[src/rtl/vslc_scan_sequencer.sv]
// -----------------------------------------------------------------------------
// vslc_scan_sequencer
//
// Scan-cycle scheduler for the vslc logic-controller core. Each scan is
//   LATCH  (one cycle, core samples its inputs)
//   EXEC   (one instruction per accepted exec_valid/exec_ready handshake)
//   COMMIT (one cycle, core drives its outputs)
//   WAIT   (at least one cycle, until the scan period has elapsed)
// and scans repeat while run & ena stay high. A scan that is still busy when
// its period runs out raises the sticky overrun flag and the next LATCH
// follows after a single WAIT cycle.
//
// Handshake: exec_valid is high for the whole EXEC state and pc is held while
// exec_ready is low; an instruction is consumed on every rising clk edge where
// exec_valid and exec_ready are both 1.
//
// Optional build macro: VSLC_SCAN_WDOG_EN
//   Adds an 8-bit per-instruction stall watchdog. When an instruction has been
//   stalled for WDOG_LIM cycles the scan is abandoned (no COMMIT), the sticky
//   fault flag is raised and no new scan starts until clr_flags.
//   Without the macro there is no watchdog and fault is constant 0.
//
// Ports
//   clk, rst_n   clock, asynchronous active-low reset
//   ena, run     scans start / continue only while both are 1
//   prog_end     address of the last instruction (sampled in LATCH)
//   period       LATCH-to-LATCH period in cycles, 0 = free-run (sampled in LATCH)
//   exec_ready   core accepted the instruction at pc
//   clr_flags    synchronous clear of overrun/fault (a same-cycle set wins)
//   in_latch     1-cycle pulse in LATCH
//   exec_valid   instruction at pc pending
//   pc           instruction address
//   out_commit   1-cycle pulse in COMMIT
//   busy         sequencer is not idle
//   overrun      sticky: a scan did not fit in its period
//   fault        sticky: instruction watchdog tripped
//   scan_cnt     completed scans, wraps 255 -> 0
// -----------------------------------------------------------------------------
module vslc_scan_sequencer #(
  parameter int PC_W     = 4,
  parameter int PERIOD_W = 16,
  parameter int WDOG_LIM = 255
) (
  input  logic                clk,
  input  logic                rst_n,
  input  logic                ena,
  input  logic                run,
  input  logic [PC_W-1:0]     prog_end,
  input  logic [PERIOD_W-1:0] period,
  input  logic                exec_ready,
  input  logic                clr_flags,
  output logic                in_latch,
  output logic                exec_valid,
  output logic [PC_W-1:0]     pc,
  output logic                out_commit,
  output logic                busy,
  output logic                overrun,
  output logic                fault,
  output logic [7:0]          scan_cnt
);

  typedef enum logic [2:0] {
    S_IDLE   = 3'd0,
    S_LATCH  = 3'd1,
    S_EXEC   = 3'd2,
    S_COMMIT = 3'd3,
    S_WAIT   = 3'd4
  } state_t;

  state_t                r_state;
  state_t                w_state_nxt;
  logic [PC_W-1:0]       r_pc;
  logic [PC_W-1:0]       r_prog_end;
  logic [PERIOD_W-1:0]   r_timer;
  logic                  r_timed;
  logic [7:0]            r_scan_cnt;
  logic                  r_overrun;
  logic                  w_start;
  logic                  w_last_instr;
  logic                  w_ovr_set;
  logic                  w_wdog_trip;

  assign w_start      = run & ena & ~fault;
  assign w_last_instr = (r_pc == r_prog_end);

  // ---------------------------------------------------------------------------
  // FSM: state register
  // ---------------------------------------------------------------------------
  always_ff @(posedge clk or negedge rst_n) begin
    if (!rst_n) begin
      r_state <= S_IDLE;
    end else begin
      r_state <= w_state_nxt;
    end
  end

  // ---------------------------------------------------------------------------
  // FSM: next state
  // ---------------------------------------------------------------------------
  always_comb begin
    w_state_nxt = r_state;
    case (r_state)
      S_IDLE: begin
        if (w_start) w_state_nxt = S_LATCH;
      end
      S_LATCH: begin
        w_state_nxt = S_EXEC;
      end
      S_EXEC: begin
        if (w_wdog_trip)                      w_state_nxt = S_IDLE;
        else if (exec_ready && w_last_instr)  w_state_nxt = S_COMMIT;
      end
      S_COMMIT: begin
        w_state_nxt = S_WAIT;
      end
      S_WAIT: begin
        if (r_timer <= PERIOD_W'(1)) w_state_nxt = w_start ? S_LATCH : S_IDLE;
      end
      default: begin
        w_state_nxt = S_IDLE;
      end
    endcase
  end

  // ---------------------------------------------------------------------------
  // FSM: outputs (pure Moore decode)
  // ---------------------------------------------------------------------------
  always_comb begin
    in_latch   = 1'b0;
    exec_valid = 1'b0;
    out_commit = 1'b0;
    busy       = (r_state != S_IDLE);
    case (r_state)
      S_LATCH:  in_latch   = 1'b1;
      S_EXEC:   exec_valid = 1'b1;
      S_COMMIT: out_commit = 1'b1;
      default:  ;
    endcase
  end

  // ---------------------------------------------------------------------------
  // Program counter and latched scan configuration
  // ---------------------------------------------------------------------------
  always_ff @(posedge clk or negedge rst_n) begin
    if (!rst_n) begin
      r_pc       <= '0;
      r_prog_end <= '0;
      r_timed    <= 1'b0;
    end else if (r_state == S_LATCH) begin
      r_pc       <= '0;
      r_prog_end <= prog_end;
      r_timed    <= (period != '0);
    end else if (r_state == S_EXEC && exec_ready && !w_last_instr) begin
      r_pc <= r_pc + PC_W'(1);
    end
  end

  // ---------------------------------------------------------------------------
  // Period timer: holds the number of cycles left before the next LATCH,
  // counted from the cycle after LATCH. Loading period-1 makes WAIT exit on
  // the cycle where one cycle remains, so LATCH pulses land exactly period
  // cycles apart. Saturates at 0, which also gives free-run and overrun
  // scans their single WAIT cycle.
  // ---------------------------------------------------------------------------
  always_ff @(posedge clk or negedge rst_n) begin
    if (!rst_n) begin
      r_timer <= '0;
    end else if (r_state == S_LATCH) begin
      r_timer <= (period == '0) ? '0 : period - PERIOD_W'(1);
    end else if (r_timer != '0) begin
      r_timer <= r_timer - PERIOD_W'(1);
    end
  end

  // Fewer than two cycles left at COMMIT means COMMIT + one WAIT cycle no
  // longer fits in the period.
  assign w_ovr_set = (r_state == S_COMMIT) && r_timed && (r_timer < PERIOD_W'(2));

  always_ff @(posedge clk or negedge rst_n) begin
    if (!rst_n) begin
      r_overrun <= 1'b0;
    end else if (w_ovr_set) begin
      r_overrun <= 1'b1;
    end else if (clr_flags) begin
      r_overrun <= 1'b0;
    end
  end

  always_ff @(posedge clk or negedge rst_n) begin
    if (!rst_n) begin
      r_scan_cnt <= '0;
    end else if (r_state == S_COMMIT) begin
      r_scan_cnt <= r_scan_cnt + 8'd1;
    end
  end

  // ---------------------------------------------------------------------------
  // Instruction watchdog
  // ---------------------------------------------------------------------------
`ifdef VSLC_SCAN_WDOG_EN
  localparam logic [7:0] LP_TRIP_AT = 8'(WDOG_LIM - 1);

  logic [7:0] r_stall;
  logic       r_fault;

  // Trips on the stall cycle that brings the count to WDOG_LIM.
  assign w_wdog_trip = (r_state == S_EXEC) && !exec_ready && (r_stall == LP_TRIP_AT);

  always_ff @(posedge clk or negedge rst_n) begin
    if (!rst_n) begin
      r_stall <= '0;
    end else if (r_state == S_LATCH || exec_ready) begin
      r_stall <= '0;
    end else if (r_state == S_EXEC) begin
      r_stall <= r_stall + 8'd1;
    end
  end

  always_ff @(posedge clk or negedge rst_n) begin
    if (!rst_n) begin
      r_fault <= 1'b0;
    end else if (w_wdog_trip) begin
      r_fault <= 1'b1;
    end else if (clr_flags) begin
      r_fault <= 1'b0;
    end
  end

  assign fault = r_fault;
`else
  // No watchdog: always 0 (the limit is a positive count). Referencing
  // WDOG_LIM keeps the parameter live in this build as well.
  assign w_wdog_trip = (WDOG_LIM < 0);
  assign fault       = 1'b0;
`endif

  assign pc       = r_pc;
  assign overrun  = r_overrun;
  assign scan_cnt = r_scan_cnt;

endmodule

[config.mk]
export PLATFORM = sky130hd
export DESIGN_NAME = vslc_scan_sequencer
export DESIGN_NICKNAME = d
export VERILOG_FILES = /design/src/rtl/vslc_scan_sequencer.sv
export SDC_FILE = /design/constraint.sdc
export NUM_CORES = 1
export LEC_CHECK = 0
export ABC_AREA = 1
export BUFFER_PORTS_ARGS = -buffer_cell sky130_fd_sc_hd__buf_2
export CAP_MARGIN = 20
export CORE_MARGIN = 4
export CORE_UTILIZATION = 56
export DETAILED_ROUTE_END_ITERATION = 6
export PLACE_DENSITY = 0.78
export REMOVE_ABC_BUFFERS = 1
export SLEW_MARGIN = 20
export SYNTH_ARGS = -nofsm -noshare
export SYNTH_HDL_FRONTEND = slang
export SYNTH_SLANG_ARGS = --single-unit
[constraint.sdc]
create_clock -name clk -period 1.9 [get_ports clk]
set_input_delay 0.38 -clock clk [delete_from_list [all_inputs] [get_ports clk]]
set_output_delay 0.38 -clock clk [all_outputs]
set_load 0.05 [all_outputs]
; ---- Yosys cells after proc, flatten, opt, wreduce, memory -nomap -nowiden
; Index checks and enable logic that the tools add are counted.
; Widths: inputs -> output; s select.
[totals]
elab_cells = 52
register_bits = 37
out_inout_bits = 18
[op_classes]
bitwise_logic = 1
n_addsub = 4
magnitude_cmp = 2
n_eq_ne = 8
reduce_logical = 15
muxes = 15
[ops]
columns = operator, n
row1 = $mux 16, 3
row2 = $reduce_bool 16->1, 2
row3 = $sub 16x1->16 const B, 2
row4 = $le 16x1->1 const B, 1
row5 = $logic_not 16->1, 1
row6 = $lt 16x2->1 const B, 1
row7 = $pmux 3 s5, 1
row8 = $mux 3, 3
row9 = $add 8x1->8 const B, 1
row10 = $mux 4, 2
row11 = $eq 3x2->1 const B, 2
row12 = $mux 1, 6
row13 = $ne 2x2->1 const B, 3
row14 = $reduce_bool 2->1, 3
row15 = $logic_and 1x1->1, 5
row16 = $add 4x1->4 const B, 1
row17 = $eq 4x4->1, 1
row18 = $eq 3x1->1 const B, 1
row19 = $eq 3x3->1 const B, 1
row20 = $logic_not 3->1, 1
row21 = $reduce_and 3->1, 1
row22 = $reduce_bool 3->1, 1
row23 = $and 1x1->1, 1
row24 = $logic_not 1->1, 1

; ---- Longest topological paths before layout
[logic_depth]
word_depth = 5
ltp_mapped = 9
ltp_nobuf = 9

; ---- Worst setup path after synthesis
; OpenSTA, ideal clock, no wires.
[synth_timing]
path_kind = flip-flop to flip-flop
start = reg r_scan_cnt[0] (netlist: scan_cnt[0])
end = reg r_scan_cnt[6] (netlist: scan_cnt[6])
stages_incl_launch_ff = 7
synth_period_minus_slack_ps = 1554
t_arrival_ps = 1472
path_slack_ps = 346
path_cell_list = dfrtp_1 > ha_1 > inv_1 > nor2_1 > nand3_1 > nor3_2 > xor2_1
[synth_via]
elab_chain_cells = 1
[synth_lines]
columns = element, line
row1 = "start, declared", 76  ; logic [7:0] r_scan_cnt;
row2 = "start signal, assigned", 193  ; r_scan_cnt <= r_scan_cnt + 8'd1;
row3 = $add 8x1->8, 193
; Every way passes these cells.
; A chain may end at the register's enable or synchronous reset.

; ---- Worst setup path in the final report
[layout_timing]
start = reg r_state[2]
end = out in_latch
[layout_via]
elab_chain_cells = 2
[layout_lines]
columns = element, line
row1 = "start, declared", 70  ; state_t r_state;
row2 = "start signal, assigned", 93  ; r_state <= w_state_nxt;
row3 = $eq 3x1->1, 133  ; case (r_state)
row4 = $mux 1, 133
row5 = "end, declared", 52  ; output logic in_latch,
; Every way passes these cells.

==> flow_summary.json <==
{
  "worstPathArrival_ps": 1430,
  "postCtsSetupRepairBufs": 0,
  "cts_buffer_depth": 2,
  "grt_pass1_vias": 2123,
  "wl_met1_um": 2590,
  "place.port_buffers": 42,
  "yosys_warnings": 0,
  "cp_max_fo": 6,
  "p_sw_frac": 0.497,
  "coreArea_um2": 4410,
  "drt_iter0_drc": 145,
  "endpoint_kind": "primary output",
  "clock_latency_ps": 290,
  "critical-path-max-stage-delay_ps": 430,
  "grt_use_total": 0.203,
  "root_buffer": "clkbuf_8",
  "syn_area_um2": 2580,
  "crit_chain": "nor3_2 -> buf_4 -> clkbuf_4",
  "wl_met2_um": 2570,
  "critical-path-slowest-cell": "dfrtp_1",
  "status": "complete, no violations",
  "synth-compound-area-share": 0.0782,
  "cts_made_buffers": 5,
  "hp-class": "input pin to async pin",
  "worstPathRequired_ps": 1520,
  "fmax_mhz": 553,
  "p_sw_w": 0.00207,
  "final_common_cell": "nand2_1",
  "dr.max_layer_used": "met4",
  "seqPwrFrac": 0.340,
  "rrSetupSlack_ps": 180,
  "worstSetupStartpointType": "flip-flop",
  "avgViaCountPerCell": 5.09,
  "wire_per_inst_um": 11.9,
  "hold_ws_ps": 44.8,
  "relSlewSlack": 0.641,
  "cts.sinks": 37,
  "tns_ps": 0,
  "nets": 445,
  "wl_um": 5520,
  "power_frac_comb": 0.536,
  "syn_inst": 365,
  "grt_start_max_net_pins": 38,
  "h-tree-depth": 2,
  "multi_input_area_um2": 1460,
  "worstMarginPinSlew_ps": 539,
  "clk_pin_slew_ps": 80,
  "syn_avg_cell_area_um2": 7.06,
  "yosys.area_share.simple": 0.378,
  "finalSetupViolations": 0,
  "ys_seq_area_frac": 0.359,
  "utilization": 0.665,
  "vias": 2364,
  "regArea_um2": 926,
  "fillCellCount": 409,
  "final_cell_mix": "nand2_1 (112), nor2_1 (51), buf_2 (41)",
  "rsz0062_at_grt": "false",
  "area_growth_pct": 14.0,
  "dp_hpwl_um": 4310,
  "yosysUniqueCellTypes": 32,
  "synth_xor_area_frac": 0.0748,
  "p_clk_frac": 0.124,
  "start_util": 0.584,
  "cts_hold_buffers": 0,
  "synthMuxAreaShare": 0,
  "die-area_um2": 5750,
  "die-height_um": 75.8,
  "ys_ff_latch": 37,
  "antennaDiodeCount": 0,
  "ir_worst_vdd_v": 0.000649,
  "antenna_found_initial": 0,
  "grt_pass1_wl_um": 9070,
  "place_congestion": 0.873,
  "ant_nets": 0,
  "skew_ps": 11.8,
  "drc": 0,
  "min_period_ps": 1810,
  "grt_overflow": 0,
  "p_leak_nw": 1.55,
  "die_w_um": 75.8,
  "cts_tree": "built",
  "num_rows": 24,
  "drive_gt1_frac": 0.182,
  "min_period_over_period": 0.951,
  "hold_violations": 0,
  "drt_pass1_iterations": 6,
  "maxSlewViolCount": 0,
  "power_per_cell_area_nw_per_um2": 1420,
  "p_int_w": 0.00210,
  "wl_met3_um": 263,
  "synth_top_family_by_area": "simple AND/OR/NAND/NOR gates",
  "synthAdderAreaFrac": 0.0340,
  "cap_violations": 0,
  "critical_path_class": "flip-flop to primary output",
  "io_pins": 44
}
area by class of cell:
| class | count | area share |
|---|---|---|
| clock buffers | 6 | 0.0247 |
| clock inverters | 1 | 0.00298 |
| inverters | 40 | 0.0511 |
| multi-input cells | 282 | 0.497 |
| flip-flops and latches | 37 | 0.315 |
| well taps | 52 | 0.0222 |
| repair buffers | 46 | 0.0869 |
critical path: cells and delay by family, from the launching register on:
| family | cells | cell delay (ps) |
|---|---|---|
| flops | 1 | 430 |
| buf+inv | 2 | 430 |
| simple gates | 1 | 280 |
synthesized netlist by cell type (all sizes together):
cell type,number,area (um2)
o211ai,1,7.51
nand3b,3,22.5
o21ai,10,50.1
dfrtp,37,926
o22ai,1,6.26
inv,40,150
nor3,5,57.6
ha,7,87.6
nand3,36,185
or2,1,6.26
xnor2,4,35.0
and2,1,6.26
a21oi,17,115
xor2,18,158
nand4,3,18.8
a21boi,1,7.51
o21bai,2,15.0
nor2,58,245
nand2,113,432
buf,6,41.3
conb,1,3.75
routing by layer:
metal / vias to the layer above / track usage
met5: - / 0
met1: 1066 / 0.282
li1: 1237 / -
met3: 7 / 0.0343
met2: 54 / 0.318
met4: 0 / 0.0699
per-stage QoR:
step | instance area [um2] | power (W) | std cells | setup slack (ps)
after floorplan | 2530 | 0.00309 | 359 | -853
after global placement | 2850 | 0.00359 | 457 | 217
after detailed placement | 2850 | 0.00366 | 457 | 183
after CTS | 2930 | 0.00419 | 464 | 44.8
after global routing | 2940 | 0.00456 | 464 | 30.4
final | 2940 | 0.00417 | 464 | 93.2
path summary, 6_finish.rpt:
check                      depth (start not counted)                     from                      end
min                                                2                    rst_n        pc[0]$_DFFE_PN0P_
max                                                3   r_state[2]$_DFFE_PN0P_                 in_latch
min in group clk                                   2                clr_flags      overrun$_DFFE_PN0P_
min reg2reg                                        1  scan_cnt[7]$_DFFE_PN0P_  scan_cnt[7]$_DFFE_PN0P_
max reg2reg                                        8   r_timer[0]$_DFFE_PN0P_  r_timer[10]$_DFFE_PN0P_
max in group asynchronous                          2                    rst_n  r_timer[14]$_DFFE_PN0P_
registers in the layout, summed over array words and instances (netlist names):
name	count
overrun	1
pc	4
r_prog_end	4
r_state	3
r_timed	1
r_timer	16
scan_cnt	8
power groups by stage:
stage	logic [W]	clock network (W)	registers (W)
2_1_floorplan	0.00153	0	0.00156
3_3_place_gp	0.00218	0	0.00142
3_5_place_dp	0.00223	0	0.00143
4_1_cts	0.00224	0.000532	0.00142
5_1_grt	0.00253	0.000566	0.00146
6_report	0.00224	0.000518	0.00142
cells by family after synthesis:
kind of cell,count (synthesis)
DFF,37
other,1
AOI/OAI and AO/OA,32
buffers and inverters,46
adders and majority gates,7
xor gates and xnor gates,22
and+or+nand+nor,220
what timing repair did:
item / 4_1_cts / 5_1_grt
endpoints found under the hold margin: 0 / 0
setup endpoints to repair: 0 / 1
gates resized for setup: 0 / 1
Power figures use the tool's default switching activity.
